**src/rtl/axi_lite_pkg.sv**
```systemverilog
// Shared definitions for the AXI4-Lite register-file slaves (write and read channels).
package axi_lite_pkg;

    localparam logic [1:0] RESP_OKAY   = 2'b00;
    localparam logic [1:0] RESP_SLVERR = 2'b10;

    typedef enum logic [2:0] {
        IDLE    = 3'd0,
        WAIT_W  = 3'd1,
        WAIT_AW = 3'd2,
        WRITE   = 3'd3,
        RESP    = 3'd4
    } wr_state_t;

    function automatic int clog2(input int value);
        int result;
        int v;
        result = 0;
        v      = value - 1;
        while (v > 0) begin
            result = result + 1;
            v      = v >> 1;
        end
        return result;
    endfunction

endpackage

```
**src/rtl/axi_lite_wr_slave.sv**
```systemverilog
// AXI4-Lite write slave: latches AW/W in any order, issues one byte-enabled register write, answers on B.
// Latency: final AW/W handshake in cycle N -> reg_wr_en in N+1 -> bvalid in N+2.
// Backpressure: one transaction in flight; awready/wready stay low until the B handshake completes.
module axi_lite_wr_slave
    import axi_lite_pkg::*;
#(
    parameter int C_ADDR_WIDTH   = 10,
    parameter int C_DATA_WIDTH   = 32,
    parameter int C_NUM_REGS     = 64,
    parameter int C_ERR_ON_RANGE = 1
) (
    input  logic                      clk,
    input  logic                      reset,
    input  logic                      awvalid,
    output logic                      awready,
    input  logic [C_ADDR_WIDTH-1:0]   awaddr,
    input  logic                      wvalid,
    output logic                      wready,
    input  logic [C_DATA_WIDTH-1:0]   wdata,
    input  logic [C_DATA_WIDTH/8-1:0] wstrb,
    output logic                      bvalid,
    input  logic                      bready,
    output logic [1:0]                bresp,
    output logic [C_ADDR_WIDTH-1:0]   reg_wr_addr,
    output logic                      reg_wr_en,
    output logic [C_DATA_WIDTH-1:0]   reg_wr_data,
    output logic [C_DATA_WIDTH/8-1:0] reg_wr_be
);

    localparam int STRB_W   = C_DATA_WIDTH / 8;
    localparam int ADDR_LSB = clog2(STRB_W);
    localparam logic [C_ADDR_WIDTH-1:0] ADDR_MASK = ~C_ADDR_WIDTH'((1 << ADDR_LSB) - 1);
    localparam logic [31:0] NUM_REGS = 32'(C_NUM_REGS);

    wr_state_t               state;
    wr_state_t               state_nxt;
    logic [C_ADDR_WIDTH-1:0] addr_q;
    logic [C_DATA_WIDTH-1:0] data_q;
    logic [STRB_W-1:0]       strb_q;
    logic [1:0]              bresp_q;
    logic                    aw_hs;
    logic                    w_hs;
    logic [31:0]             word_idx;
    logic                    in_range;
    logic                    do_write;

    assign aw_hs    = awvalid && awready;
    assign w_hs     = wvalid && wready;
    assign word_idx = 32'(addr_q >> ADDR_LSB);
    assign in_range = (word_idx < NUM_REGS);
    assign do_write = in_range && (strb_q != '0);

    always_ff @(posedge clk) begin
        if (reset) begin
            state <= IDLE;
        end else begin
            state <= state_nxt;
        end
    end

    always_comb begin
        state_nxt = state;
        case (state)
            IDLE: begin
                if (aw_hs && w_hs) state_nxt = WRITE;
                else if (aw_hs)    state_nxt = WAIT_W;
                else if (w_hs)     state_nxt = WAIT_AW;
            end
            WAIT_W:  if (w_hs)   state_nxt = WRITE;
            WAIT_AW: if (aw_hs)  state_nxt = WRITE;
            WRITE:               state_nxt = RESP;
            RESP:    if (bready) state_nxt = IDLE;
            default:             state_nxt = IDLE;
        endcase
    end

    // Handshakes only occur in accepting states, so latching on them needs no state qualifier.
    always_ff @(posedge clk) begin
        if (reset) begin
            addr_q  <= '0;
            data_q  <= '0;
            strb_q  <= '0;
            bresp_q <= RESP_OKAY;
        end else begin
            if (aw_hs) begin
                addr_q <= awaddr;
            end
            if (w_hs) begin
                data_q <= wdata;
                strb_q <= wstrb;
            end
            if (state == WRITE) begin
                bresp_q <= (!in_range && (C_ERR_ON_RANGE != 0)) ? RESP_SLVERR : RESP_OKAY;
            end
        end
    end

    always_comb begin
        awready   = 1'b0;
        wready    = 1'b0;
        bvalid    = 1'b0;
        reg_wr_en = 1'b0;
        case (state)
            IDLE: begin
                awready = 1'b1;
                wready  = 1'b1;
            end
            WAIT_W:  wready    = 1'b1;
            WAIT_AW: awready   = 1'b1;
            WRITE:   reg_wr_en = do_write;
            RESP:    bvalid    = 1'b1;
            default: ;
        endcase
        // A reset landing in the WRITE cycle must also kill that cycle's pulse.
        if (reset) begin
            awready   = 1'b0;
            wready    = 1'b0;
            reg_wr_en = 1'b0;
        end
    end

    assign bresp       = bresp_q;
    assign reg_wr_addr = addr_q & ADDR_MASK;
    assign reg_wr_data = data_q;
    assign reg_wr_be   = strb_q;

endmodule
```
**config.mk**
```make
export PLATFORM = sky130hd
export DESIGN_NAME = axi_lite_wr_slave
export DESIGN_NICKNAME = d
export VERILOG_FILES = /design/src/rtl/axi_lite_pkg.sv /design/src/rtl/axi_lite_wr_slave.sv
export SDC_FILE = /design/constraint.sdc
export NUM_CORES = 1
export LEC_CHECK = 0
export ABC_AREA = 1
export CAP_MARGIN = 5
export CORE_ASPECT_RATIO = 1.2
export CORE_MARGIN = 8
export CORE_UTILIZATION = 40
export DETAILED_ROUTE_END_ITERATION = 6
export GPL_TIMING_DRIVEN = 0
export MAX_ROUTING_LAYER = met4
export PLACE_DENSITY = 0.81
export RECOVER_POWER = 100
export SLEW_MARGIN = 10
export SYNTH_ARGS = -nofsm -noshare
export SYNTH_HDL_FRONTEND = slang
export SYNTH_SLANG_ARGS = --single-unit
export TNS_END_PERCENT = 100
```
**constraint.sdc**
```tcl
create_clock -name clk -period 1.33 [get_ports clk]
set_input_delay 0.266 -clock clk [delete_from_list [all_inputs] [get_ports clk]]
set_output_delay 0.266 -clock clk [all_outputs]
set_load 0.01 [all_outputs]
```
# == Yosys cells after proc, flatten, opt, wreduce, memory -nomap -nowiden ==
# Cells that the tools add are included.
# word_totals
ff_bits,51
ram_bits,0
out_inout_bits,52
latchBits,0
word_cells,38
mem_bits_ro,0
n_memories,0
# classes
bitwise_logic,0
mul,0
n_mux,15
magnitude_cmp,1
div_mod_pow,0
eq_ne,8
shift,0
reduce_logical,9
add_sub_neg,0
# ops
op,count
$mux 3,6
$pmux 3 s5,1
$lt 8x7->1 const B,1
$mux 1,7
$eq 3x2->1 const B,2
$ne 2x2->1 const B,3
$logic_and 1x1->1,4
$ne 4x4->1 const B,1
$reduce_and 4->1,1
$reduce_bool 4->1,1
$reduce_or 2->1,2
$eq 3x1->1 const B,1
$eq 3x3->1 const B,1
$logic_not 3->1,1
$mux 2,1

# == Depth between registers and ports, before layout ==
# Gate-level depths: netlist (run 1).
# logic_depth
word_depth,9
ltp_mapped,10
mapped_depth_nobuf,9

# == Least setup slack after synthesis (run 1) ==
# Ideal clock, no wire load.
# synth_path
path_kind,input port to output port
startpoint,in reset
endpoint,out wready
path_slack_ns,0.110
t_required_ns,1.064
t_arrival_ns,0.954
stages,5
path_buffers,2
path_cell_list,buf_4 > inv_4 > clkbuf_1 > nand2_1 > inv_1
# synth_via
elab_chain_cells,1
# synth_lines
item,line,source
start: declaration,axi_lite_wr_slave.sv:13,"input logic reset,"
$mux 1,axi_lite_wr_slave.sv:115,if (reset) begin
end: declaration,axi_lite_wr_slave.sv:18,"output logic wready,"
# Every way passes these cells.

# == Final worst setup path (run 1) ==
# layout_path
startpoint,reg state[2]
endpoint,reg state[1]
# layout_via
elab_chain_cells,8
elab_cells_between_ends,22
# layout_lines
item,line,source
start: declaration,axi_lite_wr_slave.sv:35,wr_state_t state;
start signal: assignment,axi_lite_wr_slave.sv:57,state <= state_nxt;
$eq 3x2->1 (tied with other cells),"axi_lite_wr_slave.sv:63, axi_lite_wr_slave.sv:103",
$reduce_or 2->1 (no line),--,
$mux 1,axi_lite_wr_slave.sv:103,case (state)
$mux 1,axi_lite_wr_slave.sv:115,
"$logic_and 1x1->1, on equally long branches","axi_lite_wr_slave.sv:47, axi_lite_wr_slave.sv:48",
$mux 3 / $logic_and 1x1->1 (equally long branches),"axi_lite_wr_slave.sv:66, axi_lite_wr_slave.sv:65",
$mux 3 / $ne 4x4->1 (equally long branches),--,
$pmux 3 s5 / $reduce_and 4->1 (equally long branches),--,
# Several ways; a longest one is shown, not always the timed one.
# A chain may end at the register's enable or synchronous reset.

==> metrics.yaml, run 1 <==
place.gp.congestion: 0.828
rows: 29
max_freq_mhz: 667
cap_violations: 0
relSlewSlack: 0.531
ys_ff_latch: 48
num_vias: 2110
syn_avg_cell_area_um2: 8.54
drv_slew: 0
grt_usage: 0.163
cts-root-buf: "clkbuf_8"
core_um2: 5190
drive_gt1_frac: 0.386
clkTransAtPathRegs_ns: 0.08
die_w_um: 82.2
p_int_mw: 3.07
clock_latency_ns: 0.30
outcome: "complete, but fails checks"
grt_pass1_wl_mm: 9.77
fin_nets: 427
antenna_found_initial: 0
reg2reg_slack_ns: -0.17
netlist.top_cell.by_area: "dfxtp_1"
final_cells: 438
wl_mm: 6.61
wl_per_cell_um: 15.1
cts_buffer_depth: 2
cts_tree: "built"
cts_max_level: 2
fin_ws_ns: -0.170
start_util: 0.405
leakage_nw: 1.61
nFillCells: 415
powerDensity_nw_per_um2: 1300
ant_nets: 0
holdCritPathClass: "input pin to register"
seq_area_frac_synth: 0.457
synthToLayoutAreaGrowth_pct: 72.0
final_core_util: 0.697
fin_crit_ns: 1.50
swShare: 0.346
finalHoldViolCount: 0
finClkSkew_ns: 0.00604
overflow: 0
drt_iter0_markers: 101
synth_cell_types: 24
multi_input_area_um2: 1050
die_area_um2: 7840
synth-edff-count: 0
netlist.area_leader.share: 0.457
synth_ff_type: "dfxtp_1"
synthArstFlopShare: 0
vias_per_cell: 4.82
post-route-period-util: 1.13
most-common-layout-cells: "clkdlybuf4s50_1 (46), dfxtp_1 (45), dlygate4sd2_1 (45)"
port_buffers: 95
worst_pin_slew_ns: 0.703
syn_inst: 246
grt_max_degree: 14
yosysWarnings: 0
rsz0062_at_grt: "true"
violations: "setup timing"
cts_buffers: 5
whs_ns: 0.240
seqCellArea_um2: 972
finalSetupViolations: 42
arrival_ns: 1.70
grt_pass1_vias: 2087
path_max_fanout: 8
die_h_um: 95.4
num_io_pins: 103
layout_commonest_cell: "clkdlybuf4s50_1"
post-dp-hpwl_mm: 4.34
end_kind: "register"
cts_num_sinks: 48
synth_area_leaders: "dfxtp_1 (46%), a21oi_2 (13%), nand2_1 (9.3%)"
n_antenna_cell: 0
required_ns: 1.53
syn_area_um2: 2100
critPathLaunchType: "register"
path_class: "register to register"
power.net_switching_mw: 1.62
pwr-share-clk: 0.174
power_mw: 4.69
dr.pass1.iters: 4
p_comb_frac: 0.443
route.detailed.drc: 0
peakVddDrop_mv: 0.768
seq_power_share: 0.382
dp_cells: 405
fin_tns_setup_ns: -4.39
[per-layer routing]
layer | track usage | part of all wire
met1 | 0.176 | 0.39
met2 | 0.270 | 0.52
met3 | 0.0547 | 0.076
met4 | 0.0557 | 0.015
met5 | - | 0
[cells by family (layout without fill, tap and decap cells)]
| logic type | Yosys count | after routing | synth area share |
|---|---|---|---|
| buffers and inverters | 32 | 160 | 0.0911 |
| flip-flops | 48 | 48 | 0.457 |
| AO/OA/AOI/OAI | 43 | 43 | 0.157 |
| other | 1 | 3 | 0.00178 |
| AND/OR/NAND/NOR | 122 | 122 | 0.293 |
[what timing repair did]
action / in CTS / in global routing
gates cloned: 0 / 4
resized for setup: 87 / 44
setup buffers: 15 / 9
pin swaps: 5 / 6
endpoints found under the setup margin: 50 / 42
hold buffers: 0 / 0
[registers in the layout (all words and copies together), names as in the netlist]
name	flops
bresp	1
reg_wr_be	4
state	3
reg_wr_data	32
addr_q	8
[area by class of cell]
cell class | instances | area share
repair buffers | 121 | 0.325
well taps | 62 | 0.0215
multi-input cells | 168 | 0.291
flip-flops and latches | 48 | 0.269
inverters | 15 | 0.0211
plain buffers | 17 | 0.0512
clock buffers | 6 | 0.0201
clock inverters | 1 | 0.00138
[worst paths after layout]
path / cells after the start / end / startpoint
hold reg to reg: 2 / reg_wr_data[8]$_SDFFE_PP0P_ / reg_wr_data[8]$_SDFFE_PP0P_
hold / removal: 2 / reg_wr_data[9]$_SDFFE_PP0P_ / reset
setup reg to reg: 10 / state[1]$_SDFFE_PP0P_ / state[2]$_SDFFE_PP0P_
setup / recovery: 10 / state[1]$_SDFFE_PP0P_ / state[2]$_SDFFE_PP0P_
[critical path, stage by stage (launching register included)]
cell and delay, ns:
dfxtp_4 0.37, buf_4 0.16, nor2_4 0.10, buf_6 0.13, nand3_4 0.16, clkinv_8 0.15
nor2_4 0.05, nor2_2 0.13, nand2_1 0.07, nand2_1 0.06, nor2_1 0.03
[per-stage QoR]
stage               worst slack [ns]  area [µm²]
floorplan                      0.110        2110
global placement              -0.587        3140
detailed placement            -0.593        3140
CTS                           -0.205        3340
global route                  -0.253        3620
finish                        -0.170        3620
[Yosys cell counts (2+ instances only)]
library cell  number
nand3_1           20
a21oi_1            8
inv_1             13
clkbuf_1           3
nor2_1             3
buf_4              5
a21oi_2           30
nand2_2           31
nor2_2             4
buf_8              3
nor3_1             3
inv_4              2
o21ai_0            4
nand4_1            5
buf_2              5
nand2_1           52
dfxtp_1           48
[power groups by stage]
stage | clock network (mW) | logic (mW) | registers (mW)
after CTS | 0.850 | 1.69 | 1.76
after detailed placement | 0 | 1.54 | 1.81
after global routing | 0.920 | 2.25 | 1.82
final | 0.819 | 2.08 | 1.79
after floorplan | 0 | 0.800 | 1.87
after global placement | 0 | 1.52 | 1.80
Note: power is estimated with default switching activity, not from simulation.
==> inputs of run 2 (changes only) <==
Settings changed: CAP_MARGIN 5 to not set, MAX_ROUTING_LAYER met4 to not set.
==> run 2 against run 1 <==
  * The flow still finishes with violations (setup timing)
  * Wire length is 0.14% higher
  * Clock-buffer cell count stayed put
  * First-iteration DRC count unchanged
  * Cell area is the same
  * Largest power group unchanged
==> metrics.yaml, run 2 (synthesis gave the netlist of run 1 again) <==
post-dp-hpwl_mm: 4.34
peakVddDrop_mv: 0.772
port_buffers: 95
cts_num_sinks: 48
crit_slowest_cell: "dfxtp_4"
cts_buffers: 5
drt-met1-wl_mm: 2.54
die_area_um2: 7840
finClkSkew_ns: 0.00604
hp-start: "reset"
grt_pass1_vias: 2087
rsz0062_at_grt: "true"
wl_per_cell_um: 15.1
fin_nets: 427
leakage_nw: 1.61
most-common-layout-cells: "clkdlybuf4s50_1 (46), dfxtp_1 (45), dlygate4sd2_1 (45)"
worst_pin_slew_ns: 0.709
fin_ws_ns: -0.169
path_max_fanout: 8
post-route-period-util: 1.13
critPathLaunchType: "register"
required_ns: 1.53
n_antenna_cell: 0
clock_latency_ns: 0.30
dr.max_layer_used: "met4"
drv_slew: 0
cts_max_level: 2
grt_pass1_wl_mm: 9.78
core_um2: 5190
die_h_um: 95.4
route.detailed.drc: 0
whs_ns: 0.239
grt_usage: 0.158
place.gp.congestion: 0.816
holdCritPathClass: "input pin to register"
violations: "setup timing"
arrival_ns: 1.70
nFillCells: 415
cts-root-buf: "clkbuf_8"
crit_path_cell_trace: "buf_4 > nor2_4 > buf_6 > nand3_4 > clkinv_8 > nor2_4 > nor2_2 > nand2_1 > nand2_1 > nor2_1"
wl_mm: 6.62
fin_crit_ns: 1.50
cts_tree: "built"
die_w_um: 82.2
overflow: 0
r2r_cells: 10
wl_met2_mm: 3.44
path_class: "register to register"
finalHoldViolCount: 0
end_kind: "register"
cts_buffer_depth: 2
final_core_util: 0.697
route.met3.wl_um: 543
crit_path_start: "state[2]$_SDFFE_PP0P_"
r2r-start: "state[2]$_SDFFE_PP0P_"
drt_iter0_markers: 101
vias_per_cell: 4.81
power_mw: 4.70
layout_commonest_cell: "clkdlybuf4s50_1"
grt_max_degree: 14
dpl-instance-area_um2: 3140
finalSetupViolations: 42
min_path_cells: 2
clkTransAtPathRegs_ns: 0.08
relSlewSlack: 0.527
dr.pass1.iters: 4
ant_nets: 0
start_util: 0.405
cap_violations: 0
rows: 29
postCtsHoldBufs: 0
largest_reg_flops: 32
max_freq_mhz: 667
slowest_delay_ns: 0.37
num_vias: 2105
num_io_pins: 103
outcome: "complete, but fails checks"
antenna_found_initial: 0
synthToLayoutAreaGrowth_pct: 72.0
final_area_um2: 3620
powerDensity_nw_per_um2: 1300
drive_gt1_frac: 0.386
## run 2: cell counts in the layout (fill, tap and decap cells not counted)
No cell type changed its count.
## run 2: power by group
part	internal, mW	switching [mW]	leakage [nW]
Clock	0.358	0.464	0.0410
Combinational	1.06	1.02	1.17
Sequential	1.65	0.145	0.395
## run 2: layout make-up
cell class | instances | area [µm²] | area share
clock inverter | 1 | 5.00 | 0.00138
inverter | 15 | 76.3 | 0.0211
sequential | 48 | 972 | 0.269
timing repair buffer | 121 | 1170 | 0.325
clock buffer | 6 | 72.6 | 0.0201
buffer | 17 | 185 | 0.0512
multi-input combinational | 168 | 1050 | 0.291
tap | 62 | 77.6 | 0.0215
## run 2: final timing paths
check / end / slack, ns
max: state[1]$_SDFFE_PP0P_ / -0.17
min: reg_wr_data[9]$_SDFFE_PP0P_ / 0.24
max reg2reg: state[1]$_SDFFE_PP0P_ / -0.17
min reg2reg: reg_wr_data[8]$_SDFFE_PP0P_ / 0.46
## run 2: layer usage
metal  global-route usage  vias up
met1                0.173      985
met4               0.0557        0
met5                    0        -
met3               0.0594        7
met2                0.270       67
li1                     -     1046
## run 2: critical path: cells and delay by family (launching register included)
kind / cells / cell delay [ns]
DFF: 1 / 0.37
buffers and inverters: 3 / 0.44
and+or+nand+nor: 7 / 0.60
## run 2: timing repair
item                       CTS  global route
pin swaps                    5             6
setup buffers               15             9
gates resized for setup     87            44
cloned                       0             4
setup endpoints to repair   50            42
hold endpoints to repair     0             0
## run 2: metrics by stage
step	setup TNS (ns)	setup slack, ns	std cells
4_1_cts	-5.30	-0.205	427
6_report	-4.36	-0.169	438
2_1_floorplan	0	0.110	248
3_5_place_dp	-7.36	-0.593	405
5_1_grt	-7.20	-0.253	438
3_3_place_gp	-7.18	-0.587	405
